**src/rtl/cpu_clock_gen.sv**
```systemverilog
// CPU clock generator: divides clk_ula by a selectable ratio, stretches the high phase under
// contention, and tracks the T-state within each video frame to produce the Z80 frame interrupt.
module cpu_clock_gen #(
  parameter int TSTATES_PER_FRAME = 69888,
  parameter int INT_TSTATES       = 32,
  parameter int T_W               = 17
) (
  input  logic           clk_ula,
  input  logic           reset,
  input  logic [1:0]     speed,
  input  logic           contend,
  output logic           clk_cpu,
  output logic           cpu_rise,
  output logic           cpu_fall,
  output logic           stalled,
  output logic [T_W-1:0] tstate,
  output logic           frame_start,
  output logic           int_n
);

  if (INT_TSTATES == 0 || INT_TSTATES >= TSTATES_PER_FRAME ||
      (64'd1 << T_W) < 64'(TSTATES_PER_FRAME)) begin : g_param_check
    $error("cpu_clock_gen: illegal INT_TSTATES / TSTATES_PER_FRAME / T_W combination");
  end

  localparam logic [T_W-1:0] LAST_T = T_W'(TSTATES_PER_FRAME - 1);
  localparam logic [T_W-1:0] INT_T  = T_W'(INT_TSTATES);

  logic [2:0]     counter;
  logic [2:0]     reload;
  logic           hold;
  logic           toggle;
  logic           rise_now;
  logic [T_W-1:0] tstate_nxt;

  // reload is H-1, so a half-phase always lasts H clk_ula cycles
  always_comb begin
    reload = 3'd1;
    case (speed)
      2'b00:   reload = 3'd1;
      2'b01:   reload = 3'd0;
      2'b10:   reload = 3'd3;
      default: reload = 3'd7;
    endcase
  end

  assign hold       = (counter == 3'd0) && clk_cpu && contend;
  assign toggle     = (counter == 3'd0) && !hold;
  assign rise_now   = toggle && !clk_cpu;
  assign tstate_nxt = (tstate == LAST_T) ? '0 : tstate + T_W'(1);

  always_ff @(posedge clk_ula or posedge reset) begin
    if (reset) begin
      clk_cpu     <= 1'b0;
      counter     <= 3'd0;
      cpu_rise    <= 1'b0;
      cpu_fall    <= 1'b0;
      stalled     <= 1'b0;
      tstate      <= LAST_T;
      frame_start <= 1'b0;
      int_n       <= 1'b1;
    end else begin
      stalled     <= hold;
      cpu_rise    <= rise_now;
      cpu_fall    <= toggle && clk_cpu;
      frame_start <= rise_now && (tstate == LAST_T);
      if (toggle) begin
        clk_cpu <= !clk_cpu;
        counter <= reload;
      end else if (counter != 3'd0) begin
        counter <= counter - 3'd1;
      end
      // T-states advance only on rises, so a stall inside the int window lengthens int_n low
      if (rise_now) begin
        tstate <= tstate_nxt;
        if (tstate_nxt == '0)
          int_n <= 1'b0;
        else if (tstate_nxt == INT_T)
          int_n <= 1'b1;
      end
    end
  end

endmodule

```
**config.mk**
```make
export PLATFORM = sky130hd
export DESIGN_NAME = cpu_clock_gen
export DESIGN_NICKNAME = d
export VERILOG_FILES = /design/src/rtl/cpu_clock_gen.sv
export SDC_FILE = /design/constraint.sdc
export NUM_CORES = 1
export LEC_CHECK = 0
export ABC_AREA = 1
export CAP_MARGIN = 5
export CORE_UTILIZATION = 30
export DETAILED_ROUTE_END_ITERATION = 8
export DONT_BUFFER_PORTS = 1
export HOLD_SLACK_MARGIN = 0.06
export SLEW_MARGIN = 40
export SYNTH_ARGS = -nofsm -noshare
export SYNTH_HDL_FRONTEND = slang
export SYNTH_SLANG_ARGS = --single-unit
```
**constraint.sdc**
```tcl
create_clock -name clk_ula -period 1.98 [get_ports clk_ula]
set_input_delay 0.198 -clock clk_ula [delete_from_list [all_inputs] [get_ports clk_ula]]
set_output_delay 0.198 -clock clk_ula [all_outputs]
set_load 0.005 [all_outputs]
```
==> summary.txt <==
Clock tree
  – CTS tree: done
  – Clock latency at the later pin of the worst-skew pair: 270 ps
  – Root Buffer: clkbuf_8
  – CTS Buffer Depth: 2
  – Reg clk slew, reported paths: 100 ps
  – Num CTS Buffers: 3
  – Sinks on Clock Net: 26
  – H-tree levels: 1

Critical path
  – R2R depth: 11
  – Critical R2R Capture: int_n$_DFFE_PP1P_
  – RR Startpoint: tstate[0]$_DFFE_PP1P_
  – Flop2flop setup slack: 160 ps
  – Startpoint Class: register
  – Worst EP required: 2200 ps
  – Critical path fanouts, max: 5
  – CP Class: reg -> reg
  – Arr. time, crit path: 2030 ps
  – Crit end category: register

Floorplanning
  – Initial core utilization: 31.9%
  – FP Rows: 26
  – Core area: 0.00524 mm²
  – Io pins: 28
  – DIE HEIGHT: 76.7 µm
  – Die Area: 0.00588 mm²
  – Die X-Extent: 76.7 µm

Flow run
  – MaxCap Viol Count: 0

Timing
  – Fin crit share: 91.7%
  – Final hold vios: 0
  – Worst Skew: 10.9 ps
  – Slew @ Worst Pin: 616 ps
  – Endpoints failing setup: 0
  – Setup_tns: 0 ps
  – Max Fclk: 551 MHz
  – Minimum hold slack: 106 ps
  – Slew margin rel.: 58.6%
  – RSZ-0062 raised after global routing: no
  – Slew Viols, Final: 0
  – Tmin final: 1820 ps

Detailed routing
  – DR vias/cell: 4.60
  – Via count: 1505
  – Drt total wl: 4060 µm
  – DRT Pass-1 Iters: 4
  – Avg WL per Cell: 12.4 µm
  – Residual DRC: 0
  – Initial DRC count: 75
  – DRT antenna net count: 0

Final layout
  – Layout Cells excl Fill: 327
  – Layout cells sized above 1: 22.2%
  – Nets: 266
  – Ant. Diodes: 0
  – Most frequent cells in the layout: 67 x nand2_1, 33 x inv_1, 25 x nor2_1
  – Syn-to-layout area delta: 19.4%
  – Most common cell after layout, fill and taps aside: nand2_1

Pwr
  – Max VDD drop: 0.000589 V
  – Pwr/cell area: 886 mW/mm²
  – P_leak: 0.884 nW

Place
  – Final HPWL DP: 3130 µm
  – IO Port Bufs: 0
  – Placed Instances: 318
  – Routability cong.: 0.883

Min path
  – Worst hold path endpoint: counter[2]$_DFFE_PP0P_
  – WHS Path Cells: 2
  – Worst hold path class: in -> reg
  – Hold_sp: speed[0]

Global route
  – Vias in the first global route: 1441
  – Initial antenna violation count: 0
  – First-pass GRT wire length: 6970 µm
  – Total track usage: 14.8%
  – Largest net degree at the start of global routing: 29
  – Grt ovf: 0

Yosys
  – Post-Synthesis Cells: 237
  – Mapped Area: 0.00167 mm²
  – Post-synthesis register bit count: 26
  – Synth Flop Type: dfrtp_1
  – Sequential area share after synthesis: 39.7%
  – Synth warn: 0
  – Syn_area_per_cell: 7.06 µm²
  – Async set-reset flop share out of synthesis: 100%
  – Distinct cells, synth: 28
  – Number of synthesized flops with an enable pin: 0
  – Syn nets: 245

Outcome
  – Status: finished clean
==> cell usage after synthesis, types with 2 or more instances <==
library cell | instances | share of area, %
clkbuf_1 | 2 | 0.45
xor2_1 | 4 | 2.1
a21oi_2 | 2 | 1.0
dfstp_2 | 11 | 17
nor2_4 | 2 | 1.3
nand3_2 | 3 | 1.8
nor2_2 | 4 | 1.5
ha_1 | 3 | 2.2
nand3_1 | 21 | 6.3
nor3_1 | 2 | 0.60
inv_1 | 33 | 7.4
o21ai_0 | 17 | 5.1
o21a_1 | 2 | 0.90
nand2_1 | 69 | 15
nand4_1 | 4 | 1.5
a21oi_1 | 2 | 0.60
nor2_1 | 31 | 7.0
dfrtp_1 | 15 | 22
==> metrics by stage <==
| step | instance area (µm²) | setup slack, ps | utilization, % | power [mW] |
|---|---|---|---|---|
| 6_report | 2000 | 164 | 38.2 | 1.77 |
| 5_1_grt | 2000 | 5.83 | 38.2 | 1.91 |
| 4_1_cts | 1920 | 35.8 | 36.7 | 1.76 |
| 3_5_place_dp | 1850 | 55.0 | 35.3 | 1.40 |
| 3_3_place_gp | 1850 | 119 | 35.3 | 1.39 |
| 2_1_floorplan | 1670 | 203 | - | 1.21 |
==> how the worst max path moves through the flow <==
| stage | start | end | slack (ps) | cells after the start |
|---|---|---|---|---|
| 2_1_floorplan | tstate[1]$_DFFE_PP1P_ | int_n$_DFFE_PP1P_ | 200 | 10 |
| 3_3_place_gp | tstate[0]$_DFFE_PP1P_ | int_n$_DFFE_PP1P_ | 120 | 11 |
| 3_5_place_dp | tstate[0]$_DFFE_PP1P_ | int_n$_DFFE_PP1P_ | 60 | 11 |
| 4_1_cts | tstate[0]$_DFFE_PP1P_ | int_n$_DFFE_PP1P_ | 40 | 11 |
| 5_1_grt | tstate[6]$_DFFE_PP1P_ | int_n$_DFFE_PP1P_ | 6 | 12 |
| 6_report | tstate[0]$_DFFE_PP1P_ | int_n$_DFFE_PP1P_ | 160 | 11 |
==> sequential cells by signal, indices dropped and copies added, names as in the netlist <==
name / count
frame_start: 1
int_n: 1
clk_cpu: 1
cpu_fall: 1
cpu_rise: 1
counter: 3
stalled: 1
tstate: 17
==> final cells by class <==
type / instances / area (µm²)
clock buffers: 4 / 55.1
fillers: 534 / 3240
flip-flops and latches: 26 / 664
inverters: 34 / 128
multi-input cells: 175 / 923
repair buffers: 18 / 140
well taps: 70 / 87.6
==> logic make-up after synthesis <==
family          after synthesis  share of synthesized area, %
compound gates               27                          9.50
xor+xnor                      6                          3.59
fa+ha+maj                     3                          2.24
buf+inv                      37                          8.75
flops                        26                          39.7
simple gates                138                          36.2
==> critical path, stage by stage, from the launching register on <==
cell     delay, ps
dfstp_2        540
buf_4          120
inv_1           90
nor2_4         160
nand2_2        130
nor2_4         120
xor2_2         210
nand2_1         70
nor2_1          90
nand2_1         60
nor2_1         130
a21oi_2         40
==> what timing repair did <==
| action | in CTS | in global routing |
|---|---|---|
| endpoints found under the hold margin | 9 | 0 |
| hold buffers | 2 | 0 |
| resized for setup | 0 | 14 |
| setup endpoints to repair | 0 | 1 |
| buffers inserted | 0 | 2 |
==> metal layers <==
layer	GRT usage (%)	wire length [µm]
met1	19.8	1870
met2	23.5	1870
met3	3.93	292
met4	3.46	24
met5	0	0
==> where the power goes <==
group,switching (mW),internal [mW],total (mW),leakage (nW)
registers,0.0997,0.685,0.785,0.313
clock network,0.175,0.178,0.353,0.0288
logic,0.370,0.263,0.633,0.541
Power figures use the tool's default switching activity.
